[config.mk]
export PLATFORM = sky130hd
export DESIGN_NAME = dmem_arbiter
export DESIGN_NICKNAME = d
export VERILOG_FILES = /design/src/rtl/dmem_pkg.sv /design/src/rtl/dmem_rd_return.sv /design/src/rtl/dmem_arbiter.sv
export SDC_FILE = /design/constraint.sdc
export NUM_CORES = 1
export LEC_CHECK = 0
export BUFFER_PORTS_ARGS = -buffer_cell sky130_fd_sc_hd__buf_2
export CORE_MARGIN = 2
export CORE_UTILIZATION = 51
export DETAILED_ROUTE_END_ITERATION = 8
export GPL_TIMING_DRIVEN = 0
export PLACE_DENSITY_LB_ADDON = 0.15
export SYNTH_ARGS = -nofsm -noshare
export SYNTH_HDL_FRONTEND = slang
export SYNTH_SLANG_ARGS = --single-unit
[constraint.sdc]
create_clock -name Clk -period 3.65 [get_ports Clk]
set_clock_uncertainty 0.1 [all_clocks]
set_input_delay 0.1825 -clock Clk [delete_from_list [all_inputs] [get_ports Clk]]
set_output_delay 0.1825 -clock Clk [all_outputs]
set_load 0.005 [all_outputs]
[src/rtl/dmem_pkg.sv]
// rtl/dmem_pkg.sv - shared types and constants for the data memory arbiter
package dmem_pkg;

    // Arbitration states: CPU priority, one forced debug grant, debug exclusive lock.
    typedef enum logic [1:0] {
        CPU_PRI   = 2'd0,
        DBG_FORCE = 2'd1,
        DBG_LOCK  = 2'd2
    } arb_state_t;

    // Which port owns the read data returning from the RAM this cycle.
    typedef enum logic [1:0] {
        OWN_NONE = 2'd0,
        OWN_CPU  = 2'd1,
        OWN_DBG  = 2'd2
    } owner_t;

    localparam int STARVE_W = 4;

endpackage

[src/rtl/dmem_rd_return.sv]
// rtl/dmem_rd_return.sv - steers synchronous RAM read data back to the port that issued the read
//
// Ports:
//   Clk, Reset              clock, synchronous active-high reset
//   cpu_rd_gnt, dbg_rd_gnt  a read was granted to that port this cycle
//   mem_rdata               RAM read data (one cycle after the address)
//   cpu_rvalid, cpu_rdata   CPU read return
//   dbg_rvalid, dbg_rdata   debug read return
module dmem_rd_return
    import dmem_pkg::*;
#(
    parameter int DATA_W = 16
) (
    input  logic              Clk,
    input  logic              Reset,
    input  logic              cpu_rd_gnt,
    input  logic              dbg_rd_gnt,
    input  logic [DATA_W-1:0] mem_rdata,
    output logic              cpu_rvalid,
    output logic [DATA_W-1:0] cpu_rdata,
    output logic              dbg_rvalid,
    output logic [DATA_W-1:0] dbg_rdata
);

    owner_t            owner_q;
    logic [DATA_W-1:0] cpu_hold;
    logic [DATA_W-1:0] dbg_hold;

    always_ff @(posedge Clk) begin
        if (Reset) begin
            owner_q <= OWN_NONE;
        end else if (cpu_rd_gnt) begin
            owner_q <= OWN_CPU;
        end else if (dbg_rd_gnt) begin
            owner_q <= OWN_DBG;
        end else begin
            owner_q <= OWN_NONE;
        end
    end

    // Gating with Reset drops a read whose data would land in a reset cycle.
    assign cpu_rvalid = ~Reset & (owner_q == OWN_CPU);
    assign dbg_rvalid = ~Reset & (owner_q == OWN_DBG);

    always_ff @(posedge Clk) begin
        if (Reset) begin
            cpu_hold <= '0;
            dbg_hold <= '0;
        end else begin
            if (cpu_rvalid) cpu_hold <= mem_rdata;
            if (dbg_rvalid) dbg_hold <= mem_rdata;
        end
    end

    // Live RAM data on the valid cycle, last returned word otherwise.
    assign cpu_rdata = cpu_rvalid ? mem_rdata : cpu_hold;
    assign dbg_rdata = dbg_rvalid ? mem_rdata : dbg_hold;

endmodule

[src/rtl/dmem_arbiter.sv]
// rtl/dmem_arbiter.sv - single-port data memory arbiter, CPU priority with bounded debug starvation and debug lock
//
// Ports:
//   Clk, Reset                                 clock, synchronous active-high reset
//   cpu_req/cpu_wr/cpu_addr/cpu_wdata/cpu_gnt  CPU request and grant
//   cpu_rvalid/cpu_rdata                       CPU read return
//   dbg_req/dbg_wr/dbg_addr/dbg_wdata/dbg_gnt  debug request and grant
//   dbg_lock                                   keep exclusive ownership after the next debug grant
//   dbg_rvalid/dbg_rdata                       debug read return
//   mem_addr/mem_wr/mem_wdata/mem_rdata        RAM macro interface
//   locked                                     arbiter is in the debug lock state
module dmem_arbiter
    import dmem_pkg::*;
#(
    parameter int ADDR_W     = 8,
    parameter int DATA_W     = 16,
    parameter int STARVE_MAX = 4
) (
    input  logic              Clk,
    input  logic              Reset,
    input  logic              cpu_req,
    input  logic              cpu_wr,
    input  logic [ADDR_W-1:0] cpu_addr,
    input  logic [DATA_W-1:0] cpu_wdata,
    output logic              cpu_gnt,
    output logic              cpu_rvalid,
    output logic [DATA_W-1:0] cpu_rdata,
    input  logic              dbg_req,
    input  logic              dbg_wr,
    input  logic [ADDR_W-1:0] dbg_addr,
    input  logic [DATA_W-1:0] dbg_wdata,
    input  logic              dbg_lock,
    output logic              dbg_gnt,
    output logic              dbg_rvalid,
    output logic [DATA_W-1:0] dbg_rdata,
    output logic [ADDR_W-1:0] mem_addr,
    output logic              mem_wr,
    output logic [DATA_W-1:0] mem_wdata,
    input  logic [DATA_W-1:0] mem_rdata,
    output logic              locked
);

    localparam logic [STARVE_W-1:0] STARVE_LIM = STARVE_W'(STARVE_MAX);

    arb_state_t          state, state_d;
    logic [STARVE_W-1:0] starve_cnt, starve_d;
    logic [ADDR_W-1:0]   last_addr;
    logic [DATA_W-1:0]   last_wdata;

    // State register
    always_ff @(posedge Clk) begin
        if (Reset) begin
            state      <= CPU_PRI;
            starve_cnt <= '0;
        end else begin
            state      <= state_d;
            starve_cnt <= starve_d;
        end
    end

    // Next-state and starvation counter
    always_comb begin
        state_d  = state;
        starve_d = starve_cnt;
        case (state)
            CPU_PRI: begin
                if (dbg_gnt) begin
                    starve_d = '0;
                    if (dbg_lock) state_d = DBG_LOCK;
                end else if (cpu_req && dbg_req) begin
                    starve_d = (starve_cnt == '1) ? starve_cnt : starve_cnt + 4'd1;
                    if (starve_d >= STARVE_LIM) state_d = DBG_FORCE;
                end
            end
            DBG_FORCE: begin
                starve_d = '0;
                state_d  = dbg_lock ? DBG_LOCK : CPU_PRI;
            end
            DBG_LOCK: begin
                starve_d = '0;
                if (!dbg_lock) state_d = CPU_PRI;
            end
            default: begin
                starve_d = '0;
                state_d  = CPU_PRI;
            end
        endcase
    end

    // Grant outputs
    always_comb begin
        cpu_gnt = 1'b0;
        dbg_gnt = 1'b0;
        if (!Reset) begin
            case (state)
                CPU_PRI: begin
                    cpu_gnt = cpu_req;
                    dbg_gnt = dbg_req & ~cpu_req;
                end
                DBG_FORCE: dbg_gnt = dbg_req;
                DBG_LOCK:  dbg_gnt = dbg_req;
                default:   ;
            endcase
        end
    end

    assign locked = (state == DBG_LOCK);

    // The RAM sees the granted port directly; with no grant it keeps the last
    // presented address/data so the macro pins stay quiet.
    always_ff @(posedge Clk) begin
        if (Reset) begin
            last_addr  <= '0;
            last_wdata <= '0;
        end else if (cpu_gnt || dbg_gnt) begin
            last_addr  <= mem_addr;
            last_wdata <= mem_wdata;
        end
    end

    assign mem_addr  = cpu_gnt ? cpu_addr  : (dbg_gnt ? dbg_addr  : last_addr);
    assign mem_wdata = cpu_gnt ? cpu_wdata : (dbg_gnt ? dbg_wdata : last_wdata);
    assign mem_wr    = (cpu_gnt & cpu_wr) | (dbg_gnt & dbg_wr);

    dmem_rd_return #(
        .DATA_W(DATA_W)
    ) u_rd_return (
        .Clk        (Clk),
        .Reset      (Reset),
        .cpu_rd_gnt (cpu_gnt & ~cpu_wr),
        .dbg_rd_gnt (dbg_gnt & ~dbg_wr),
        .mem_rdata  (mem_rdata),
        .cpu_rvalid (cpu_rvalid),
        .cpu_rdata  (cpu_rdata),
        .dbg_rvalid (dbg_rvalid),
        .dbg_rdata  (dbg_rdata)
    );

endmodule

Word-level counts from Yosys, hierarchy flattened
Cells that the tools add are included.
- bits in writable memories: 0
- output and inout bits: 62
- register bits: 64
- bits in latches: 0
- memory bits (read-only): 0
- memories: 0
- logic and storage cells: 59
- reductions and logical operators: 7
- shift operators: 0
- bitwise gates (word level): 13
- $lt $le $gt $ge: 1
- multiply operators: 0
- muxes and demuxes: 20
- divide/modulo/power cells: 0
- add/sub/neg operators: 1
- equality and inequality tests: 9
- operators by type and width (kind ; number):
    16-bit 2-to-1 mux ; 4
    8-bit 2-to-1 mux ; 2
    2-bit 2-to-1 mux ; 7
    3-bit inequality test (second input constant) ; 3
    1-bit AND ; 7
    2-bit one-hot mux with 3 select lines ; 1
    1-bit inverter ; 5
    4-bit by 1-bit adder with 4-bit output (second input constant) ; 1
    2-bit by 1-bit equality test with 1-bit output (second input constant) ; 2
    2-bit equality test (second input constant) ; 2
    4-bit equality test (second input constant) ; 1
    4-bit by 3-bit >= comparator with 1-bit output (second input constant) ; 1
    1-bit 2-to-1 mux ; 4
    4-bit 2-to-1 mux ; 1
    4-bit AND reduction ; 1
    2-bit OR reduction ; 2
    3-bit OR reduction ; 1
    2-bit zero test ; 1
    2-bit inequality test (second input constant) ; 1
    1-bit one-hot mux with 2 select lines ; 1
    1-bit logical AND ; 1
    1-bit logical OR ; 1
    1-bit OR ; 1

Logic depth before layout (Yosys ltp)
- depth after elaboration: 7
- depth in mapped cells: 8
- depth with buffers taken out: 6

Modules after synthesis
A second synthesis with hierarchy kept.
- cell total of the unflattened synthesis: 402
- area total of the unflattened synthesis: 3689.8 um2
- modules (own cells, without submodules) (module ; seq. area each (um2) ; cells each ; instances ; area an instance (um2)):
    dmem_arbiter ; 600.6 ; 218 ; 1 ; 1988.2
    dmem_rd_return ; 680.7 ; 184 ; 1 ; 1701.6

Least setup slack after synthesis
Ideal clock, no wire load.
- path kind: reg-to-output
- start point: register state[0]
- end point: output mem_addr[2]
- data required time: 3367 ps
- stages on the path, launching flop included: 8
- arrival: 1636 ps
- setup slack: 1732 ps
- cell sequence: dfxtp_1 -> ha_1 -> or3b_4 -> o21bai_1 -> buf_6 -> buf_8 -> mux2i_1 -> a21oi_1
- longest elaborated chain between the ends: 6
- elaborated cells between the ends (all ways): 10
- those cells by class: eq/ne: 2; mux: 6; reduce/logical: 2
- ends and longest elaborated chain (element ; line ; RTL):
    start: declaration ; dmem_arbiter.sv:45 ; arb_state_t state, state_d;
    start signal: assignment ; dmem_arbiter.sv:56 ; state <= state_d;
    2-bit equality test / 2-bit by 1-bit equality test with 1-bit output (equally long branches) ; dmem_arbiter.sv:95 ; case (state)
    2-bit OR reduction (no source line) ; n/a ;
    1-bit one-hot mux with 2 select lines ; dmem_arbiter.sv:95 ;
    1-bit 2-to-1 mux ; dmem_arbiter.sv:94 ; if (!Reset) begin
    8-bit 2-to-1 mux ; dmem_arbiter.sv:121 ; assign mem_addr = cpu_gnt ? cpu_addr : (dbg_gnt ? dbg_addr : last_addr);
    8-bit 2-to-1 mux (*) ; dmem_arbiter.sv:121 ;
    end: declaration ; dmem_arbiter.sv:36 ; output logic [ADDR_W-1:0] mem_addr,
Mark *: on every way between the ends. The rest lies on a longest branch, timed or not.

Worst setup path after layout
- start point: register state[1]
- end point: output mem_wdata[1]
- longest elaborated chain between the ends: 6
- elaborated cells between the ends (all ways): 10
- those cells by class: eq/ne: 2; mux: 6; reduce/logical: 2
- ends and longest elaborated chain (element ; line ; RTL):
    2-bit equality test / 2-bit by 1-bit equality test with 1-bit output (equally long branches) ; dmem_arbiter.sv:95 ;
    2-bit OR reduction (no source line) ; n/a ;
    1-bit one-hot mux with 2 select lines ; dmem_arbiter.sv:95 ;
    1-bit 2-to-1 mux ; dmem_arbiter.sv:94 ;
    16-bit 2-to-1 mux ; dmem_arbiter.sv:122 ; assign mem_wdata = cpu_gnt ? cpu_wdata : (dbg_gnt ? dbg_wdata : last_wdata);
    16-bit 2-to-1 mux (*) ; dmem_arbiter.sv:122 ;
    end: declaration ; dmem_arbiter.sv:38 ; output logic [DATA_W-1:0] mem_wdata,
Marked as above.

==> impl_metrics.toml <==
[clocking]
cts_buffer_depth = 2
clock_latency_ns = 0.33
clock-sinks = 64
htreeDepth = 3
tritoncts = "yes"
cts_resized = 0
clkSlewWorstSetupHoldPaths_ns = 0.07
clock-root-buffer = "clkbuf_8"
cts_made_buffers = 9

[logic_synthesis]
syn-cell-area_mm2 = 0.00295
yosys.cell_types.count = 32
avgSynthCellArea_um2 = 9.96
ys_warn_count = 0
ys_ff_latch = 64
syn_inst = 296
synth_seq_area_share_pct = 43.4
syn-num-nets = 372

[global_route]
grt_usage_pct = 22.5
grt_pass1_vias = 2645
antenna_found_initial = 0
gr-total-overflow = 0
grt_start_max_net_pins = 11
grt_pass1_wl_um = 11400

[power_and_ir_drop]
irDropWorstVdd_v = 0.000316
cellPowerDensity_mw_per_mm2 = 456
p_leak_nw = 2.02

[floorplan]
initial_core_util_pct = 53.2
ios = 133
die_width_um = 80.0
design.core.area_mm2 = 0.00554
fp-row-count = 27
die_area_mm2 = 0.00641
die_y_um = 80.0

[sta]
rsz0062_at_grt = "no"
fin_tns_setup_ns = 0
slew_violations = 0
period_share_pct = 72.4
setup_violations = 0
fmax_mhz = 378
worst_slew_pin_slew_ns = 0.738
finalHoldViolations = 0
maxSlewHeadroom_pct = 50.6
finalWorstSetupSlack_ns = 1.01
period_needed_ns = 2.64

[placement]
pre_cts_ws_ns = 1.41
place_hpwl_um = 5270
gp_congestion = 0.745
io_buffers = 131

[hold_path]
min_path_type = "in2reg"
holdPathStages = 3

[setup_path]
worstSetupEndpointType = "output pin"
crit_path_max_incr_delay_ns = 0.42
critPathRequiredTime_ns = 3.37
crit_family = "buffers and inverters"
cp_cell_sequence = "inv_1 -> ha_1 -> nor2b_1 -> nand2_1 -> buf_2 -> clkbuf_1 -> nor2_1 -> a21oi_1 -> buf_2"
worstRegToRegCells = 8
path_buf_inv = 4
path_depth = 9
cpMaxStageDelayCell = "dfxtp_1"
cpMostUsedCell = "buf_2"
crit_path_start_kind = "flop"
crit_arrival_ns = 2.36
crit_type = "reg2out"
critical_path.max_fanout = 10

[detailed_routing]
wirelength_um = 7170
wl_per_cell_um = 13.9
detail_route.vias_per_cell = 5.15
drc = 0
drtIter0Drc = 73
firstDrtPassIters = 4
route.vias.total = 2657
ant_nets = 0

[cells_and_area]
n_antenna_cell = 0
area_delta_synth_final_pct = 33.4
drive_gt1_share_pct = 42.6
nets = 516

[run]
cap_violations = 0

[run_status]
outcome = "complete, no violations"
[worst paths after layout]
path,startpoint,end,slack [ns]
worst max-delay path,state[1]$_SDFFE_PP0P_,mem_wdata[1],1.01
worst min-delay path,dbg_req,starve_cnt[2]$_SDFFE_PP0P_,0.08
worst max register to register,state[1]$_SDFFE_PP0P_,last_wdata[2]$_SDFFE_PP0P_,1.50
worst min register to register,starve_cnt[1]$_SDFFE_PP0P_,starve_cnt[1]$_SDFFE_PP0P_,0.44
[repair_timing]
item | CTS | global route
buffers inserted | 0 | 0
hold buffers | 2 | 0
hold endpoints to repair | 2 | 0
[Yosys cell counts]
library cell	number	area share (%)
dfxtp_1	64	43
buf_6	2	0.76
mux2i_1	26	8.8
nand2b_1	1	0.21
nand2_1	6	0.76
ha_1	5	2.1
xnor2_1	1	0.30
buf_2	1	0.17
buf_12	1	0.68
a22o_1	1	0.30
or2_2	1	0.21
mux2_2	33	13
buf_4	2	0.51
o311ai_0	1	0.30
nor2b_1	35	7.4
or3b_4	1	0.38
nor2_1	29	3.7
nor3_1	2	0.34
o41a_1	1	0.38
nand3_1	1	0.17
clkbuf_1	11	1.4
or3_1	1	0.21
a21oi_1	27	4.6
a31oi_1	1	0.21
nor3b_2	2	0.85
a211oi_1	26	6.6
o21bai_1	1	0.25
buf_1	2	0.25
a41oi_1	1	0.30
buf_8	1	0.51
inv_1	7	0.89
o21ai_0	2	0.34
[kinds of logic (layout without fill, tap and decap cells)]
group / Yosys count / in the layout / share of synthesized area, %
AOI/OAI and AO/OA: 61 / 61 / 13.3
xor gates and xnor gates: 1 / 1 / 0.297
adders and majority gates: 5 / 5 / 2.12
buffers and inverters: 27 / 175 / 5.18
DFF: 64 / 64 / 43.4
muxes: 59 / 59 / 21.4
and+or+nand+nor: 79 / 79 / 14.3
[flip-flops by register name, summed over array words and instances, names as in the netlist]
signal	cells
last_addr	8
last_wdata	16
starve_cnt	4
state	2
u_rd_return.cpu_hold	16
u_rd_return.dbg_hold	16
u_rd_return.owner_q	2
[layout make-up]
cell class	instances	area, um2
buffer	20	126
clock buffer	12	155
fill	456	1610
tap	72	90.1
sequential	64	1280
multi-input combinational	205	1520
clock inverter	3	65.1
timing repair buffer	133	676
inverter	7	26.3
[routing by layer]
layer  wire, um  global-route usage [%]  vias to the layer above
met5          0                       0                        -
met4        130                    9.66                        0
met3        484                    5.88                       12
met2       3530                    39.0                      102
met1       3030                    26.0                     1217
li1           -                       -                     1326
[power by group]
| group | internal (mW) | total [mW] | switching (mW) |
|---|---|---|---|
| Combinational | 0.181 | 0.366 | 0.185 |
| Sequential | 0.742 | 0.758 | 0.0157 |
| Clock | 0.417 | 0.671 | 0.254 |
[layout by cell type (no fill, tap or decap), types with 2 or more instances in the layout]
cell type and instances:
a211oi_1 26, a21oi_1 27, buf_1 2, buf_2 132
buf_4 2, buf_6 2, bufinv_16 2, clkbuf_1 12
clkbuf_8 11, dfxtp_1 64, dlygate4sd3_1 2, ha_1 5
inv_1 7, mux2_2 33, mux2i_1 26, nand2_1 6
nor2_1 29, nor2b_1 35, nor3_1 2, nor3b_2 2
o21ai_0 2
[worst register-to-register path, stage by stage, from the launching register on]
cell and delay, ns:
dfxtp_1 0.42, inv_1 0.09, ha_1 0.23, nor2b_1 0.16
nand2_1 0.10, buf_2 0.22, clkbuf_1 0.39, nor2_1 0.10
a211oi_1 0.25
[per-stage QoR]
stage	hold WS (ns)	util (%)	power [mW]	instances	area [um2]
detailed placement	0.288	66.7	1.13	499	3690
CTS	0.0645	71.0	1.81	516	3940
global placement	0.290	66.7	1.13	499	3690
global route	0.0905	71.0	1.88	516	3940
floorplan	0.162	-	0.986	296	2950
finish	0.0845	71.0	1.80	516	3940
Note: power is estimated with default switching activity, not from simulation.
